--- src/rtl/hist_stream_if.sv ---
// Bin-count output stream: valid/ready handshake with a last-beat marker.
interface hist_stream_if #(
    parameter int DATA_W = 32
);
    logic [DATA_W-1:0] out_data;
    logic              out_valid;
    logic              out_ready;
    logic              out_last;

    modport master (output out_data, output out_valid, output out_last, input out_ready);
    modport slave  (input out_data, input out_valid, input out_last, output out_ready);
endinterface

--- src/rtl/hist_readout.sv ---
// Histogram RAM readout: sweeps NUM_BINS bins into a backpressured stream through a 2-entry skid FIFO.
// Optional macro HIST_CLEAR_EN zeroes each bin the cycle after it is read.
module hist_readout #(
    parameter int ADDR_W   = 10,
    parameter int DATA_W   = 32,
    parameter int NUM_BINS = 1024
) (
    input  logic              Clock,
    input  logic              Reset,
    input  logic              start,
    output logic              busy,
    output logic              done,
    output logic [ADDR_W-1:0] RdAddress,
    output logic              RdClockEn,
    input  logic [DATA_W-1:0] Q,
    output logic [ADDR_W-1:0] WrAddress,
    output logic [DATA_W-1:0] Data,
    output logic              WE,
    output logic              WrClockEn,
    hist_stream_if.master     outStream
);
    typedef enum logic [1:0] {IDLE, READ, DRAIN} state_t;

    localparam int             LastInt  = NUM_BINS - 1;
    localparam logic [ADDR_W:0] LAST_IDX = LastInt[ADDR_W:0];

    state_t            state, stateNext;
    logic [ADDR_W:0]   addrCnt, addrCntNext;
    logic [ADDR_W:0]   beatCnt;
    logic              vld_p0;
    logic [1:0]        fifoCnt;
    logic [1:0]        occupancy;
    logic [DATA_W-1:0] fifoMem0, fifoMem1;
    logic              rdEn, outValid, pop, popMem, push, lastBeat, doneNext;

    // Head of the FIFO falls through to Q when nothing is buffered, giving 2-cycle start latency.
    always_comb begin
        outValid  = (fifoCnt != 2'd0) || vld_p0;
        pop       = outValid && outStream.out_ready;
        popMem    = pop && (fifoCnt != 2'd0);
        push      = vld_p0 && !(pop && (fifoCnt == 2'd0));
        lastBeat  = (beatCnt == LAST_IDX);
        occupancy = fifoCnt + {1'b0, vld_p0} - {1'b0, pop};
    end

    assign outStream.out_valid = outValid;
    assign outStream.out_data  = (fifoCnt != 2'd0) ? fifoMem0 : Q;
    assign outStream.out_last  = outValid && lastBeat;
    assign busy      = (state != IDLE);
    assign RdClockEn = rdEn;
    assign RdAddress = addrCnt[ADDR_W-1:0];

    always_comb begin
        stateNext   = state;
        addrCntNext = addrCnt;
        rdEn        = 1'b0;
        doneNext    = 1'b0;
        case (state)
            IDLE: begin
                if (start) begin
                    stateNext   = READ;
                    addrCntNext = '0;
                end
            end
            READ: begin
                // Beats left after this cycle's pop plus the new read must fit in two slots.
                if (occupancy < 2'd2) begin
                    rdEn        = 1'b1;
                    addrCntNext = addrCnt + 1'b1;
                    if (addrCnt == LAST_IDX) stateNext = DRAIN;
                end
            end
            DRAIN: begin
                if (pop && lastBeat) begin
                    stateNext = IDLE;
                    doneNext  = 1'b1;
                end
            end
            default: stateNext = IDLE;
        endcase
    end

    always_ff @(posedge Clock or posedge Reset) begin
        if (Reset) begin
            state   <= IDLE;
            addrCnt <= '0;
            beatCnt <= '0;
            vld_p0  <= 1'b0;
            fifoCnt <= 2'd0;
            done    <= 1'b0;
        end else begin
            state   <= stateNext;
            addrCnt <= addrCntNext;
            vld_p0  <= rdEn;
            fifoCnt <= fifoCnt - {1'b0, popMem} + {1'b0, push};
            done    <= doneNext;
            if (state == IDLE && start) beatCnt <= '0;
            else if (pop)               beatCnt <= beatCnt + 1'b1;
        end
    end

    // Stage p0 -> FIFO: capture Q in address order; fill level never exceeds two.
    always_ff @(posedge Clock) begin
        if (popMem) begin
            fifoMem0 <= fifoMem1;
            if (push) begin
                if (fifoCnt == 2'd1) fifoMem0 <= Q;
                else                 fifoMem1 <= Q;
            end
        end else if (push) begin
            if (fifoCnt == 2'd0) fifoMem0 <= Q;
            else                 fifoMem1 <= Q;
        end
    end

`ifdef HIST_CLEAR_EN
    logic              weReg;
    logic [ADDR_W-1:0] wrAddrReg;

    always_ff @(posedge Clock or posedge Reset) begin
        if (Reset) begin
            weReg     <= 1'b0;
            wrAddrReg <= '0;
        end else begin
            weReg     <= rdEn;
            wrAddrReg <= RdAddress;
        end
    end

    assign WE        = weReg;
    assign WrClockEn = weReg;
    assign WrAddress = wrAddrReg;
`else
    assign WE        = 1'b0;
    assign WrClockEn = 1'b0;
    assign WrAddress = '0;
`endif
    assign Data = '0;
endmodule
--- src/flat_wrapper.sv ---
// flat-port wrapper written by rule: the top's interface ports become plain ports
module hist_readout_flat 
#(
    parameter int ADDR_W   = 10,
    parameter int DATA_W   = 32,
    parameter int NUM_BINS = 1024
)
  (Clock, Reset, start, busy, done, RdAddress, RdClockEn, Q, WrAddress, Data, WE, WrClockEn, outStream_out_data, outStream_out_valid, outStream_out_last, outStream_out_ready);
  hist_stream_if #(.DATA_W(DATA_W)) outStream_i ();
  input  logic Clock;
  input  logic Reset;
  input  logic start;
  output logic busy;
  output logic done;
  output logic [ADDR_W-1:0] RdAddress;
  output logic RdClockEn;
  input  logic [DATA_W-1:0] Q;
  output logic [ADDR_W-1:0] WrAddress;
  output logic [DATA_W-1:0] Data;
  output logic WE;
  output logic WrClockEn;
  output wire logic [$bits(outStream_i.out_data)-1:0] outStream_out_data;
  output wire logic [$bits(outStream_i.out_valid)-1:0] outStream_out_valid;
  output wire logic [$bits(outStream_i.out_last)-1:0] outStream_out_last;
  input wire logic [$bits(outStream_i.out_ready)-1:0] outStream_out_ready;
  assign outStream_out_data = outStream_i.out_data;
  assign outStream_out_valid = outStream_i.out_valid;
  assign outStream_out_last = outStream_i.out_last;
  assign outStream_i.out_ready = outStream_out_ready;
  hist_readout #(.ADDR_W(ADDR_W), .DATA_W(DATA_W), .NUM_BINS(NUM_BINS)) u_core (.Clock(Clock), .Reset(Reset), .start(start), .busy(busy), .done(done), .RdAddress(RdAddress), .RdClockEn(RdClockEn), .Q(Q), .WrAddress(WrAddress), .Data(Data), .WE(WE), .WrClockEn(WrClockEn), .outStream(outStream_i));
endmodule
--- config.mk ---
export PLATFORM = sky130hd
export DESIGN_NAME = hist_readout_flat
export DESIGN_NICKNAME = d
export VERILOG_FILES = /design/src/rtl/hist_stream_if.sv /design/src/rtl/hist_readout.sv /design/src/flat_wrapper.sv
export SDC_FILE = /design/constraint.sdc
export NUM_CORES = 1
export LEC_CHECK = 0
export CAP_MARGIN = 15
export CORE_ASPECT_RATIO = 1.5
export CORE_MARGIN = 10
export CORE_UTILIZATION = 50
export DETAILED_ROUTE_END_ITERATION = 16
export GPL_TIMING_DRIVEN = 1
export PLACE_DENSITY = 0.81
export SLEW_MARGIN = 25
export SYNTH_ARGS = -nofsm -noshare
export SYNTH_HDL_FRONTEND = slang
export SYNTH_SLANG_ARGS = --single-unit
--- constraint.sdc ---
create_clock -name Clock -period 6.3 [get_ports Clock]
set_input_delay 0.945 -clock Clock [delete_from_list [all_inputs] [get_ports Clock]]
set_output_delay 0.945 -clock Clock [all_outputs]
set_load 0.03 [all_outputs]
Word level (Yosys, flattened, before mapping)
Cells that the tools add are included.
- register bits: 92
- input bits: 36
- word-level logic and storage cells: 72
- add/subtract/negate cells: 6
- magnitude comparators: 1
- equal/unequal tests: 11
- multiplexer cells: 25
- reductions and logical operators: 21
- operator list (kind ; number):
    $mux W32 ; 11
    $mux W11 ; 4
    $add A11 B1 Y11 const B ; 2
    $eq A11 B10 Y1 const B ; 2
    $pmux W11 S2 ; 1
    $reduce_bool A2 Y1 ; 6
    $mux W2 ; 4
    $ne A2 B1 Y1 const B ; 4
    $logic_and A1 B1 Y1 ; 7
    $pmux W2 S3 ; 1
    $reduce_and A3 Y1 ; 2
    $add A2 B1 Y2 ; 2
    $eq A2 B1 Y1 const B ; 2
    $logic_not A2 Y1 ; 2
    $mux W1 ; 4
    $ne A2 B2 Y1 const B ; 2
    $reduce_and A4 Y1 ; 1
    $sub A2 B1 Y2 ; 2
    $eq A2 B2 Y1 const B ; 1
    $lt A2 B2 Y1 const B ; 1
    $reduce_and A2 Y1 ; 1
    $logic_not A1 Y1 ; 1
    $logic_or A1 B1 Y1 ; 1

Depth between registers and ports, before layout
Gate-level depths: netlist of run 1.
- depth in word-level cells: 8
- depth in mapped cells: 8

Least setup slack after synthesis of run 1
Ideal clock, no wire load.
- path kind: input to output
- from: input port outStream_out_ready
- to: output port RdClockEn
- arrival: 2.085 ns
- slack: 3.270 ns
- cell stages on the path: 5
- cell sequence: buf_4 > and4b_1 > a211oi_2 > buf_2 > nor2_1
- longest elaborated chain between the ends: 5
- RTL lines (what ; line ; source):
    from (decl) ; flat_wrapper.sv:25 ; input wire logic [$bits(outStream_i.out_ready)-1:0] outStream_out_ready;
    $logic_and A1 B1 Y1 ; hist_readout.sv:39 ; pop = outValid && outStream.out_ready;
    $sub A2 B1 Y2 ; hist_readout.sv:43 ; occupancy = fifoCnt + {1'b0, vld_p0} - {1'b0, pop};
    $lt A2 B2 Y1 ; hist_readout.sv:67 ; if (occupancy < 2'd2) begin
    $mux W1 ; hist_readout.sv:67 ;
    $mux W1 ; hist_readout.sv:58 ; case (state)
    to (decl) ; flat_wrapper.sv:16 ; output logic RdClockEn;
No other way between the ends.

Worst setup path in the final report of run 1
Same ends and word-level chain as after synthesis.

==> impl_metrics.csv, run 1 <==
group,metric,value,unit
grt,overflow,0,
placement,dp.final_hpwl,6710,um
final_layout,final_cells,544,
yosys,yosysSeqAreaShare,0.564,
final_layout,nFillCells,725,
yosys,syn_area_per_cell,13.2,sq um
placement,dp_cells,527,
grt,grt_pass1_wl,15200,um
yosys,netlist_area,4650,sq um
placement,place_congestion,0.764,
detailed_routing,postRouteAntennaNets,0,
final_layout,fin_util,0.619,
final_layout,mostFrequentLayoutCells,"clkdlybuf4s50_1, mux2_2, edfxtp_1, conb_1, dfrtp_1",
detailed_routing,dr_total_vias,2765,
detailed_routing,viasPerCell,5.08,
clock_network,cts_tree,"yes",
critical_path,setup.worst_path.start_class,"input pin",
critical_path,required,5350,ps
power,leakagePower,2.16,nW
grt,antenna_found_initial,0,
final_layout,syn_to_final_growth,21.7,%
floorplanning,start_util,0.508,
final_layout,drive_gt1_frac,0.213,
grt,grt_pass1_vias,2893,
clock_network,cts_setup_buffers,0,
clock_network,post_cts_resized,0,
timing,fin_setup_tns,0,ps
power,power.total,0.00278,W
final_layout,layout_commonest_cell,"clkdlybuf4s50_1",
clock_network,cts.path.max_buffers,2,
clock_network,cts_hold_buffers,0,
detailed_routing,drc_errors,0,
grt,track_usage,0.134,
detailed_routing,drtPass1Iterations,4,
clock_network,clock-root-buffer,"clkbuf_16",
yosys,synth-seq-cells,92,
critical_path,arrival,3460,ps
min_path,hp-class,"reg -> reg",
timing,tightest_slew,1000,ps
placement,numPortBuffers,82,
grt,grt_max_degree,36,
detailed_routing,drt_iter0_drc,61,
timing,finalSetupViolations,0,
power,p_per_area,492,nW/um^2
yosys,synthArstFlopShare,0.304,
status,status,"finished, final reports clean",
placement,placed_area,5330,sq um
final_layout,design_area,5660,sq um
final_layout,nets,467,
timing,max_freq,227,MHz
timing,fin_skew,8.99,ps
timing,min_period_over_period,0.699,
floorplanning,dieArea,13600,sq um
timing,rsz0062_at_grt,"no",
yosys,ys.flop_type,"edfxtp_1",
critical_path,crit_path_end_kind,"primary output",
yosys,ys.warnings.count,0,
yosys,synth_edf_count,64,
clock_network,clock_latency,340,ps
timing,finalHoldViolations,0,
yosys,synth_cells,353,
floorplanning,pin_count,127,
floorplanning,die_y,138,um
floorplanning,core,9150,sq um
clock_network,numCtsBuffers,9,
detailed_routing,wire_per_inst,17.0,um
final_layout,antenna_cells,0,
timing,slew_headroom,0.331,
floorplanning,rows,43,
clock_network,htree_levels,3,
detailed_routing,wl,9260,um
flow_run,max_cap_viol_count,0,
yosys,yosysUniqueCellTypes,43,
floorplanning,fp.dieW,98.7,um
timing,slew_violations,0,
timing,fin_crit,4410,ps
clock_network,clock-sinks,92,
critical_path,crit_type,"in -> out",
critical_path,path_max_fanout,15,
power,vdd_drop_max,0.000249,V
clock_network,clk_pin_slew,70,ps
[worst max-delay path, cell delays in order]
cell and delay (ps):
clkdlybuf4s50_1 710, and4b_1 270, a211oi_2 680, nor2_1 180
clkdlybuf4s50_1 660
[routing by layer]
| layer | vias up | global-route usage | part of all wire |
|---|---|---|---|
| li1 | 1327 | - | - |
| met1 | 1357 | 0.156 | 0.40 |
| met2 | 73 | 0.228 | 0.52 |
| met3 | 8 | 0.0454 | 0.064 |
| met4 | 0 | 0.0363 | 0.010 |
| met5 | - | 0 | 0 |
[synth_stat cells (2+ instances only)]
cell / number / area [sq um]
xnor2_1: 9 / 78.8
nand3_1: 6 / 30.0
buf_4: 57 / 428
and3_1: 3 / 18.8
or2_2: 2 / 12.5
mux2_2: 64 / 721
a211o_1: 2 / 17.5
o21ai_1: 2 / 10.0
nor4_1: 6 / 37.5
nor2b_1: 5 / 31.3
edfxtp_1: 64 / 1920
inv_1: 10 / 37.5
nor2_1: 14 / 52.6
ha_1: 4 / 50.1
dfrtp_1: 28 / 701
nand2b_1: 5 / 31.3
nand2_1: 14 / 52.6
or4_1: 6 / 45.0
mux2i_1: 8 / 80.1
nand4_1: 3 / 18.8
a21oi_1: 5 / 25.0
buf_2: 7 / 35.0
o31ai_1: 4 / 30.0
nor3_1: 6 / 30.0
[where the power goes]
part           internal (W)  switching, W  total [W]  leakage [nW]
combinational      0.000532      0.000694    0.00123          1.05
clock              0.000309      0.000224   0.000533         0.142
sequential         0.000909      0.000115    0.00102         0.974
[stage by stage]
| stage | hold WS (ps) | worst slack, ps |
|---|---|---|
| final | 525 | 1890 |
| after global routing | 566 | 1690 |
| after CTS | 534 | 1900 |
| after detailed placement | 520 | 1930 |
| after global placement | 513 | 1990 |
| after floorplan | 489 | 3270 |
[final cells by class]
| type | count | area [sq um] | area share |
|---|---|---|---|
| Timing Repair Buffer | 86 | 871 | 0.154 |
| Clock inverter | 7 | 71.3 | 0.0126 |
| Multi-Input combinational cell | 228 | 1690 | 0.299 |
| Sequential cell | 92 | 2620 | 0.464 |
| Inverter | 10 | 37.5 | 0.00663 |
| Clock buffer | 9 | 225 | 0.0398 |
| Tap cell | 112 | 140 | 0.0248 |
[kinds of logic (layout without fill, tap and decap cells)]
group / Yosys count / in the layout / synth area share
adders and majority gates: 4 / 4 / 0.0108
DFF: 92 / 92 / 0.564
other: 1 / 44 / 0.000807
buffers and inverters: 76 / 112 / 0.111
AOI/OAI and AO/OA: 21 / 21 / 0.0309
xor gates and xnor gates: 10 / 10 / 0.0188
muxes: 72 / 72 / 0.172
and+or+nand+nor: 77 / 77 / 0.0912
[path summary, 6_finish.rpt]
check                                              start                        endpoint  slack (ps)  depth (start not counted)
setup / recovery                     outStream_out_ready                       RdClockEn        1890                          5
setup reg to reg             u_core.fifoCnt[1]$_DFF_PP0_     u_core.fifoCnt[1]$_DFF_PP0_        3860                          7
hold / removal             u_core.addrCnt[7]$_DFFE_PP0P_   u_core.addrCnt[7]$_DFFE_PP0P_         530                          1
hold reg to reg            u_core.addrCnt[7]$_DFFE_PP0P_   u_core.addrCnt[7]$_DFFE_PP0P_         530                          1
max in group asynchronous                          Reset  u_core.addrCnt[10]$_DFFE_PP0P_        4920                          2
min in group asynchronous                          Reset   u_core.beatCnt[7]$_DFFE_PP0P_         990                          2
[registers in the layout, indices dropped and copies added, names as in the netlist]
register         cells
u_core.fifoMem1     32
u_core.beatCnt      11
u_core.fifoCnt       2
u_core.vld_p0        1
u_core.done          1
u_core.fifoMem0     32
u_core.state         2
u_core.addrCnt      11
Note: power is estimated with default switching activity, not from simulation.
==> run 2: changes to the inputs <==
--- a/config.mk
+++ b/config.mk
@@ -8,10 +8,10 @@
 export CAP_MARGIN = 15
 export CORE_ASPECT_RATIO = 1.5
 export CORE_MARGIN = 10
-export CORE_UTILIZATION = 50
+export CORE_UTILIZATION = 44
 export DETAILED_ROUTE_END_ITERATION = 16
 export GPL_TIMING_DRIVEN = 1
-export PLACE_DENSITY = 0.81
+export PLACE_DENSITY = 0.75
 export SLEW_MARGIN = 25
 export SYNTH_ARGS = -nofsm -noshare
 export SYNTH_HDL_FRONTEND = slang
==> constraint.sdc (replaced) <==
create_clock -name Clock -period 3.85 [get_ports Clock]
set_input_delay 0.5775 -clock Clock [delete_from_list [all_inputs] [get_ports Clock]]
set_output_delay 0.5775 -clock Clock [all_outputs]
set_load 0.03 [all_outputs]
==> impl_metrics.csv, run 2 (synthesized netlist as in run 1, its figures left out) <==
group,metric,value,unit
clock_network,post_cts_resized,0,
timing,fin_hold_ws,526,ps
critical_path,setup.worst_path.start_class,"flop",
placement,place_congestion,0.796,
flow_run,max_cap_viol_count,0,
timing,fin_setup_tns,0,ps
final_layout,antenna_cells,0,
timing,fin_skew,5.91,ps
clock_network,cts.path.max_buffers,2,
floorplanning,dieArea,15200,sq um
grt,antenna_found_initial,0,
floorplanning,start_util,0.454,
detailed_routing,postRouteAntennaNets,0,
clock_network,cts_tree,"yes",
clock_network,cts_setup_buffers,0,
floorplanning,rows,45,
critical_path,arrival,2720,ps
timing,min_period_over_period,0.856,
critical_path,crit_path_end_kind,"primary output",
clock_network,numCtsBuffers,9,
grt,use_met3,0.0403,
clock_network,clk_pin_slew,70,ps
timing,slew_violations,0,
clock_network,clock-sinks,92,
final_layout,nets,469,
final_layout,fin_util,0.559,
placement,numPortBuffers,82,
power,vdd_drop_max,0.000753,V
final_layout,syn_to_final_growth,23.2,%
clock_network,cts_hold_buffers,0,
timing,rsz0062_at_grt,"no",
grt,grt_max_degree,36,
grt,grt.met1_usage,0.145,
power,p_per_area,811,nW/um^2
detailed_routing,drt_iter0_drc,76,
clock_network,clock_latency,340,ps
floorplanning,die_y,146,um
detailed_routing,wl,9430,um
grt,use_met2,0.208,
placement,dpl_worst_slack,673,ps
timing,fin_crit,3290,ps
floorplanning,pin_count,127,
timing,layout_setup_ws,555,ps
detailed_routing,wire_per_inst,16.4,um
power,leakagePower,2.18,nW
detailed_routing,dr_total_vias,2812,
timing,slew_headroom,0.353,
final_layout,mostFrequentLayoutCells,"clkdlybuf4s50_1, mux2_2, edfxtp_1, conb_1, dfrtp_1",
grt,grt-busiest-layer,"met2",
timing,finalSetupViolations,0,
floorplanning,core,10200,sq um
critical_path,path_max_fanout,35,
timing,finalHoldViolations,0,
min_path,hp-class,"reg -> reg",
final_layout,drive_gt1_frac,0.221,
final_layout,largestRegisters,"u_core.fifoMem0 x32, u_core.fifoMem1 x32",
detailed_routing,viasPerCell,4.89,
grt,grt_pass1_wl,15600,um
grt,overflow,0,
final_layout,layout_commonest_cell,"clkdlybuf4s50_1",
timing,max_freq,304,MHz
detailed_routing,drtPass1Iterations,4,
floorplanning,fp.dieW,104,um
clock_network,htree_levels,3,
status,status,"finished, final reports clean",
grt,track_usage,0.125,
detailed_routing,drc_errors,0,
grt,grt_pass1_vias,2953,
timing,tightest_slew,969,ps
clock_network,clock-root-buffer,"clkbuf_16",
critical_path,required,3270,ps
critical_path,crit_type,"reg -> out",
placement,dp.final_hpwl,6800,um
-- run 2: critical path, cell delays in order, from the launching register on --
cell	delay (ps)
dfrtp_1	520
nor2_4	800
mux2_2	420
clkdlybuf4s50_1	610
-- run 2: path summary, 6_finish.rpt --
kind / startpoint / endpoint / cells past startpoint / slack [ps]
worst min register to register: u_core.addrCnt[7]$_DFFE_PP0P_ / u_core.addrCnt[7]$_DFFE_PP0P_ / 1 / 530
worst max register to register: u_core.fifoCnt[1]$_DFF_PP0_ / u_core.fifoMem0[8]$_DFFE_PP_ / 3 / 1240
worst min-delay path: u_core.addrCnt[7]$_DFFE_PP0P_ / u_core.addrCnt[7]$_DFFE_PP0P_ / 1 / 530
min in group asynchronous: Reset / u_core.fifoCnt[1]$_DFF_PP0_ / 2 / 620
max in group asynchronous: Reset / u_core.beatCnt[7]$_DFFE_PP0P_ / 2 / 2840
worst max-delay path: u_core.fifoCnt[1]$_DFF_PP0_ / outStream_out_data[22] / 3 / 560
-- run 2: where the power goes --
group          total [W]  internal, W  switching, W
Clock           0.000954     0.000573      0.000381
Sequential       0.00167      0.00149      0.000186
Combinational    0.00202     0.000876       0.00114
Total            0.00465      0.00294       0.00171
-- run 2: area by class of cell --
class	count	area, sq um
timing repair buffer	88	878
clock inverter	7	98.8
clock buffer	9	225
inverter	10	37.5
fill	882	4520
sequential	92	2620
multi-input combinational	228	1690
tap	141	176
-- run 2: per-layer routing --
metal  up-vias  routed length (um)
met3        11                 545
met2        87                4820
met1      1386                3930
met4         0                 127
met5         -                   0
li1       1328                   -
-- run 2: stage by stage --
step | total power, W | cell area (sq um) | instances
4_1_cts | 0.00471 | 5730 | 575
5_1_grt | 0.00490 | 5730 | 575
6_report | 0.00465 | 5730 | 575
3_3_place_gp | 0.00368 | 5410 | 559
2_1_floorplan | 0.00308 | 4810 | 396
3_5_place_dp | 0.00374 | 5410 | 559
